$ cat src/rtl/pipelined_shifter.sv
// pipelined_shifter: LAT-stage shift/rotate pipeline; stage k applies a displacement of 2^k.
// Define PIPELINED_SHIFTER_ROTATE_EN to build ROL/ROR; otherwise modes 011/100 are reserved.
module pipelined_shifter #(
    parameter int WIDTH = 8,
    parameter int AMT_W = $clog2(WIDTH)
) (
    input  logic             clk,
    input  logic             reset,
    input  logic             in_valid,
    output logic             in_ready,
    input  logic [WIDTH-1:0] in_data,
    input  logic [AMT_W-1:0] in_amt,
    input  logic [2:0]       in_mode,
    output logic             out_valid,
    input  logic             out_ready,
    output logic [WIDTH-1:0] out_data,
    output logic             out_zero,
    output logic             out_mode_err
);
    localparam int LAT = AMT_W;
`ifdef PIPELINED_SHIFTER_ROTATE_EN
    localparam logic [2:0] MAX_MODE = 3'd4;
`else
    localparam logic [2:0] MAX_MODE = 3'd2;
`endif
    logic             v_q  [LAT];
    logic [WIDTH-1:0] d_q  [LAT];
    logic [2:0]       m_q  [LAT];
    logic [AMT_W-1:0] a_q  [LAT];
    logic             e_q  [LAT];
    logic             z_q;
    logic             v_in [LAT];
    logic [WIDTH-1:0] d_in [LAT];
    logic [2:0]       m_in [LAT];
    logic [AMT_W-1:0] a_in [LAT];
    logic             e_in [LAT];
    logic [WIDTH-1:0] d_nx [LAT];
    logic             stall;

    // Reserved modes fall through unchanged, so the error flag alone marks them.
    function automatic logic [WIDTH-1:0] displace(input logic [WIDTH-1:0] d, input logic [2:0] m, input int s);
        logic signed [WIDTH-1:0] sd;
        logic [WIDTH-1:0] r;
        sd = $signed(d) >>> s;
        r = m == 3'd0 ? d << s : m == 3'd1 ? d >> s : m == 3'd2 ? sd : d;
`ifdef PIPELINED_SHIFTER_ROTATE_EN
        if (m == 3'd3) r = (d << s) | (d >> (WIDTH - s));
        if (m == 3'd4) r = (d >> s) | (d << (WIDTH - s));
`endif
        return r;
    endfunction

    assign stall        = v_q[LAT-1] && !out_ready;
    assign in_ready     = !reset && !stall;
    assign out_valid    = v_q[LAT-1];
    assign out_data     = d_q[LAT-1];
    assign out_zero     = z_q;
    assign out_mode_err = e_q[LAT-1];

    always_comb begin
        v_in[0] = in_valid;
        d_in[0] = in_data;
        m_in[0] = in_mode;
        a_in[0] = in_amt;
        e_in[0] = in_mode > MAX_MODE;
        for (int k = 1; k < LAT; k++) begin
            v_in[k] = v_q[k-1];
            d_in[k] = d_q[k-1];
            m_in[k] = m_q[k-1];
            a_in[k] = a_q[k-1];
            e_in[k] = e_q[k-1];
        end
        for (int k = 0; k < LAT; k++)
            d_nx[k] = a_in[k][k] ? displace(d_in[k], m_in[k], 1 << k) : d_in[k];
    end

    always_ff @(posedge clk) begin
        if (reset) begin
            for (int k = 0; k < LAT; k++) begin
                v_q[k] <= 1'b0;
                d_q[k] <= '0;
                m_q[k] <= '0;
                a_q[k] <= '0;
                e_q[k] <= 1'b0;
            end
            z_q <= 1'b0;
        end else if (!stall) begin
            for (int k = 0; k < LAT; k++) begin
                v_q[k] <= v_in[k];
                d_q[k] <= d_nx[k];
                m_q[k] <= m_in[k];
                a_q[k] <= a_in[k];
                e_q[k] <= e_in[k];
            end
            z_q <= d_nx[LAT-1] == '0;
        end
    end
endmodule

$ cat config.mk
export PLATFORM = sky130hd
export DESIGN_NAME = pipelined_shifter
export DESIGN_NICKNAME = d
export VERILOG_FILES = /design/src/rtl/pipelined_shifter.sv
export SDC_FILE = /design/constraint.sdc
export NUM_CORES = 1
export LEC_CHECK = 0
export CAP_MARGIN = 10
export CORE_ASPECT_RATIO = 0.5
export CORE_MARGIN = 4
export CORE_UTILIZATION = 30
export CTS_CLUSTER_DIAMETER = 200
export DETAILED_ROUTE_END_ITERATION = 10
export SLEW_MARGIN = 15
export SYNTH_ARGS = -nofsm -noshare
export SYNTH_HDL_FRONTEND = slang
export SYNTH_SLANG_ARGS = --single-unit
$ cat constraint.sdc
create_clock -name clk -period 1.7 [get_ports clk]
set_input_delay 0.34 -clock clk [delete_from_list [all_inputs] [get_ports clk]]
set_output_delay 0.34 -clock clk [all_outputs]
set_load 0.1 [all_outputs]
---- Yosys cells after proc, flatten, opt, wreduce, memory -nomap -nowiden ----
Memories as Yosys holds them, arrays and structs flattened.
Index checks and enable logic that the tools add are counted.
storage, ports and cells
  flip-flop bits (word level) ............. 1
  bits in writable memories ............... 48
  input bits .............................. 18
  output and inout port bits .............. 12
  logic and storage cells ................. 69
  memories kept ........................... 5
memory list
  name  words  bits a word  rd ports  clocked after Yosys merged registers in  wr ports  line  text
  d_q   3      8            3         0                                        3         27    logic [WIDTH-1:0] d_q [LAT];
  a_q   3      3            2         0                                        3         29    logic [AMT_W-1:0] a_q [LAT];
  m_q   3      3            2         0                                        3         28    logic [2:0] m_q [LAT];
  e_q   3      1            3         0                                        3         30    logic e_q [LAT];
  v_q   3      1            3         0                                        3         26    logic v_q [LAT];
operators by class
  order comparisons ....................... 1
  equal/unequal tests ..................... 6
  mux-type cells .......................... 32
  bitwise gates (word level) .............. 15
  reduce and logical (&&, ||, !) cells .... 9
operators by type and width
  operator                                            number
  two-way mux 8 bit                                   12
  two-way mux 7 bit                                   3
  two-way mux 3 bit                                   6
  bitwise OR 1 bit                                    15
  two-way mux 1 bit                                   11
  == test 3 x 1 -> 1 bit, second input constant       3
  == test 3 x 2 -> 1 bit, second input constant       3
  zero test 3 bit                                     3
  zero test 8 bit                                     1
  > comparator 3 x 2 -> 1 bit, second input constant  1
  zero test 1 bit                                     3
  logical AND 1 bit                                   2

---- Logic depth before layout (Yosys ltp) ----
  word-level depth ........................ 6
  depth in mapped cells ................... 6
  gate-level depth less buffers ........... 5

---- Worst setup path before layout ----
No wires, ideal clock.
  kind .................................... register to register
  start ................................... memory v_q[2][0] (netlist: v_q[0][2])
  end ..................................... memory a_q[0][1] (netlist bit), data pin
  setup time .............................. 138 ps
  arrival ................................. 2,333 ps
  required time ........................... 1,562 ps
  slack ................................... -771 ps
  stages on the path, launching flop included .. 6
  path buffers ............................ 1
  period minus slack after synthesis ...... 2,471 ps
  cell sequence ........................... edfxtp_1 > nand2b_1 > nand2b_1 > inv_1 > clkbuf_1 > and2_1
RTL lines
  element      line
  from (decl)  26
  to (decl)    29

---- Final worst setup path ----
  start ................................... input out_ready
  end ..................................... output in_ready
between the ends
  cells in the longest elaborated chain, start to end .. 4
RTL lines
  element            line  text
  from (decl)        15    input logic out_ready,
  zero test 1 bit    53    assign stall = v_q[LAT-1] && !out_ready;
  logical AND 1 bit  53
  zero test 1 bit    n/a
  logical AND 1 bit  54    assign in_ready = !reset && !stall;
  to (decl)          10    output logic in_ready,
No other way between the ends.

==> impl_results.html <==
<table>
<tr><th>Metric</th><th>Value</th></tr>
<tr><th colspan="2">Run status</th></tr>
<tr><td>Status</td><td>finished clean</td></tr>
<tr><th colspan="2">Floorplan</th></tr>
<tr><td>Effective utilization at floorplan</td><td>31.75%</td></tr>
<tr><td>Site Rows</td><td>21</td></tr>
<tr><td>Die Span X</td><td>128.5 um</td></tr>
<tr><td>Total I/O pin count</td><td>30</td></tr>
<tr><td>Die area</td><td>8766 um2</td></tr>
<tr><td>Core area</td><td>6858 um2</td></tr>
<tr><td>Vertical extent of the die</td><td>68.24 um</td></tr>
<tr><th colspan="2">STA</th></tr>
<tr><td>Achievable frequency</td><td>600.3 MHz</td></tr>
<tr><td>Tcrit/Tclk final</td><td>97.99%</td></tr>
<tr><td>Minimum period implied by the final worst setup slack</td><td>1666 ps</td></tr>
<tr><td>Final Hold Violating Endpoints</td><td>0</td></tr>
<tr><td>Slew of the pin with the lowest slew margin</td><td>471.3 ps</td></tr>
<tr><td>Count of endpoints failing setup in the final report</td><td>0</td></tr>
<tr><td>Final count of pins violating max slew</td><td>0</td></tr>
<tr><td>Post-Route Hold Slack</td><td>527.9 ps</td></tr>
<tr><td>Worst Slack Setup Final</td><td>34.24 ps</td></tr>
<tr><td>Setup skew after layout</td><td>3.445 ps</td></tr>
<tr><td>RSZ-0062 raised after global routing</td><td>no</td></tr>
<tr><td>Sum of negative setup slack</td><td>0 ps</td></tr>
<tr><td>Max-slew headroom</td><td>68.58%</td></tr>
<tr><th colspan="2">Route</th></tr>
<tr><td>DRC violations left</td><td>0</td></tr>
<tr><td>Via-per-instance ratio</td><td>5.162</td></tr>
<tr><td>Count of routing violations after the opening detailed-route iteration</td><td>123</td></tr>
<tr><td>Routed met3 length</td><td>249 um</td></tr>
<tr><td>Uppermost layer routed</td><td>met4</td></tr>
<tr><td>Met1 layer wirelength in the final routing</td><td>2295 um</td></tr>
<tr><td>Number of iterations in the first detailed-routing pass</td><td>5</td></tr>
<tr><td>Total number of vias</td><td>1786</td></tr>
<tr><td>Amount of wire on met2 after detailed routing</td><td>2107 um</td></tr>
<tr><td>Remaining antenna violation count after routing</td><td>0</td></tr>
<tr><td>Total length of routed wires</td><td>4721 um</td></tr>
<tr><td>Mean routed wirelength per cell</td><td>13.64 um</td></tr>
<tr><th colspan="2">Synth</th></tr>
<tr><td>Main combinational cell family by area after synthesis</td><td>compound AO/OA/AOI/OAI gates</td></tr>
<tr><td>Number of flops mapped to enable cells by yosys</td><td>39</td></tr>
<tr><td>Synthesis Warnings</td><td>0</td></tr>
<tr><td>Net Count, Synth</td><td>228</td></tr>
<tr><td>Async S/R FF share, synth</td><td>0%</td></tr>
<tr><td>XOR/XNOR share of the synthesized area</td><td>0%</td></tr>
<tr><td>Compound-gate portion of the synthesized area</td><td>19.37%</td></tr>
<tr><td>Total of flip-flops plus latches after synthesis</td><td>40</td></tr>
<tr><td>Synthesized-area fraction occupied by adder cells</td><td>0%</td></tr>
<tr><td>Sequential fraction of the synthesis area</td><td>54.71%</td></tr>
<tr><td>Area share of and/or/nand/nor cells after synthesis</td><td>19.02%</td></tr>
<tr><td>Dominant synthesized flop cell</td><td>sky130_fd_sc_hd__edfxtp_1</td></tr>
<tr><td>Mux cell area share after synthesis</td><td>2.471%</td></tr>
<tr><td>Syn Std Cell Area</td><td>2177 um2</td></tr>
<tr><td>Number of distinct library cells after synthesis</td><td>42</td></tr>
<tr><td>Synth Instances</td><td>210</td></tr>
<tr><td>Syn_area_per_cell</td><td>10.37 um2</td></tr>
<tr><th colspan="2">Clock network</th></tr>
<tr><td>Clock buffer count from CTS</td><td>5</td></tr>
<tr><td>Clock transition at path regs</td><td>60 ps</td></tr>
<tr><td>H-tree depth</td><td>2</td></tr>
<tr><td>Clk buf depth</td><td>2</td></tr>
<tr><td>Clock net sink count</td><td>40</td></tr>
<tr><td>Skew-Pair Late Insertion Delay</td><td>280 ps</td></tr>
<tr><td>CTS tree</td><td>yes</td></tr>
<tr><td>Buffer type at the clock tree root</td><td>sky130_fd_sc_hd__clkbuf_16</td></tr>
<tr><th colspan="2">Finish</th></tr>
<tr><td>Post-route design area</td><td>2983 um2</td></tr>
<tr><td>Share of layout cells above drive strength 1</td><td>20.47%</td></tr>
<tr><td>Final core area utilization</td><td>43.50%</td></tr>
<tr><td>Layout Nets</td><td>271</td></tr>
<tr><td>Area growth syn-to-layout</td><td>37.01%</td></tr>
<tr><td>Filler Cell Count</td><td>642</td></tr>
<tr><td>ANT cells</td><td>0</td></tr>
<tr><th colspan="2">Global routing</th></tr>
<tr><td>Number of antenna violations at the first check in global routing</td><td>0</td></tr>
<tr><td>Largest net degree at the start of global routing</td><td>32</td></tr>
<tr><td>Via count of the first global-routing pass</td><td>1713</td></tr>
<tr><td>Overall global routing resource usage</td><td>11.46%</td></tr>
<tr><td>First-pass GRT wire length</td><td>7948 um</td></tr>
<tr><td>Global route total overflow</td><td>0</td></tr>
<tr><th colspan="2">Setup path</th></tr>
<tr><td>Capture instance of the worst register-to-register path</td><td>out_zero</td></tr>
<tr><td>Worst flop-to-flop path startpoint</td><td>m_q[0][5]</td></tr>
<tr><td>Startpoint type of the worst setup path</td><td>input port</td></tr>
<tr><td>Required time of the worst setup path</td><td>1360 ps</td></tr>
<tr><td>Category of the most critical setup path</td><td>in -&gt; out</td></tr>
<tr><td>Critical path arrival</td><td>1330 ps</td></tr>
<tr><td>R2r worst-path depth</td><td>5</td></tr>
<tr><td>Type of destination of the critical path</td><td>primary output</td></tr>
<tr><td>Critical path peak fanout</td><td>2</td></tr>
<tr><td>Minimum setup slack among reg-to-reg paths</td><td>120 ps</td></tr>
<tr><th colspan="2">Hold path</th></tr>
<tr><td>Capture endpoint of the worst hold path</td><td>v_q[0][2]</td></tr>
<tr><td>Launch instance of the worst min-delay path</td><td>v_q[0][1]</td></tr>
<tr><td>Min-delay worst type</td><td>reg -&gt; reg</td></tr>
<tr><td>Hold path depth</td><td>1</td></tr>
<tr><th colspan="2">Place</th></tr>
<tr><td>Minimum setup slack after placement</td><td>-298.5 ps</td></tr>
<tr><td>HPWL after detailed placement</td><td>3429 um</td></tr>
<tr><td>Last weighted congestion value of the routability-driven placer</td><td>0.8860</td></tr>
<tr><td>PortBufs</td><td>29</td></tr>
<tr><td>Total placed instance area</td><td>2795 um2</td></tr>
<tr><th colspan="2">Pwr</th></tr>
<tr><td>Total power divided by cell area</td><td>913.7 nW/um2</td></tr>
<tr><td>Largest voltage drop on the vdd net</td><td>353.9 uV</td></tr>
<tr><td>Static leakage power</td><td>1.113 nW</td></tr>
<tr><th colspan="2">Run</th></tr>
<tr><td>Max capacitance violation total</td><td>0</td></tr>
</table>
[cell usage in the layout, fill, tap and decap left out, drive strengths merged, types with 2 or more instances in the layout]
cell type / instances
a2111oi: 2
a211oi: 3
a21oi: 11
a222oi: 4
a22oi: 3
a32oi: 2
and2: 14
buf: 33
clkbuf: 6
clkdlybuf4s50: 16
clkinv: 2
edfxtp: 39
inv: 6
mux2: 3
mux2i: 2
nand2: 22
nand2b: 8
nor2: 18
nor2b: 3
nor3: 2
nor3b: 2
o21ai: 20
o22ai: 14
o2bb2ai: 2
or3: 2
[flip-flops by register name (all words and copies together), names as in the netlist]
signal / cells
a_q: 3
d_q: 24
e_q: 3
m_q: 6
out_zero: 1
v_q: 3
[timing repair]
action,CTS,global route
setup endpoints to repair,1,7
gates cloned,0,0
pin swaps,0,0
hold buffers,0,0
buffers inserted,3,0
resized for setup,2,2
[final cells by class]
class	count	area [um2]	share of cell area, %
Clock buffer	6	128.9	4.320
Clock inverter	2	12.51	0.4195
Inverter	7	26.28	0.8809
Multi-Input combinational cell	149	913.4	30.62
Sequential cell	40	1191	39.93
Tap cell	92	115.1	3.859
Timing Repair Buffer	50	595.6	19.97
[cell usage after synthesis, drive strengths merged, types with 2 or more instances]
cell / count / area (um2)
edfxtp: 39 / 1171
and2: 14 / 87.58
buf: 7 / 43.79
a222oi: 4 / 40.04
nor2b: 3 / 18.77
nor3: 2 / 10.01
or3: 2 / 12.51
a21oi: 11 / 55.05
o21ai: 20 / 100.1
a2111oi: 2 / 17.52
mux2i: 2 / 20.02
clkbuf: 7 / 26.28
a32oi: 2 / 17.52
nand2: 22 / 85.09
inv: 6 / 22.52
o2bb2ai: 2 / 17.52
nor3b: 2 / 20.02
nor2: 18 / 67.56
mux2: 3 / 33.78
a211oi: 3 / 22.52
o22ai: 14 / 87.58
a22oi: 3 / 22.52
nand2b: 8 / 57.55
[critical path, cell delays in order]
cell,delay [ps]
sky130_fd_sc_hd__clkdlybuf4s50_1,450
sky130_fd_sc_hd__nand2b_4,130
sky130_fd_sc_hd__nand2b_4,60
sky130_fd_sc_hd__inv_2,70
sky130_fd_sc_hd__buf_12,100
sky130_fd_sc_hd__buf_12,160
[power by group]
| group | internal, mW | switching [mW] | leakage, nW | total, mW |
|---|---|---|---|---|
| registers | 1.17 | 0.0773 | 0.468 | 1.25 |
| clock network | 0.541 | 0.362 | 0.0669 | 0.903 |
| logic | 0.253 | 0.323 | 0.578 | 0.576 |
| total | 1.96 | 0.763 | 1.11 | 2.73 |
[worst max-delay path by stage]
stage               startpoint        end  slack, ps  depth (start not counted)
finish               out_ready   in_ready         30                          6
global route         m_q[0][5]   out_zero          2                          5
CTS                 in_mode[1]  d_q[0][1]          5                          6
detailed placement  in_mode[1]  d_q[0][1]       -300                          6
global placement    in_mode[1]  d_q[0][1]       -210                          6
floorplan            v_q[0][2]  a_q[0][5]       -150                          5
[cell families (layout without fill, tap and decap cells)]
family	after synthesis	count (layout)
buf+inv	21	65
mux	5	5
flops	40	40
simple gates	78	78
compound gates	66	66
[per-stage QoR]
stage | cells | power, mW
final | 346 | 2.725
after CTS | 346 | 2.747
after detailed placement | 335 | 1.827
after global placement | 335 | 1.814
after global routing | 346 | 2.838
after floorplan | 210 | 1.600
[layer usage]
| metal | global-route usage [%] | vias to the layer above |
|---|---|---|
| met4 | 6.481 | 0 |
| met1 | 14.79 | 847 |
| li1 | - | 876 |
| met5 | 0 | - |
| met3 | 2.884 | 7 |
| met2 | 17.81 | 56 |
No activity file was read; power rests on OpenSTA's default activity.
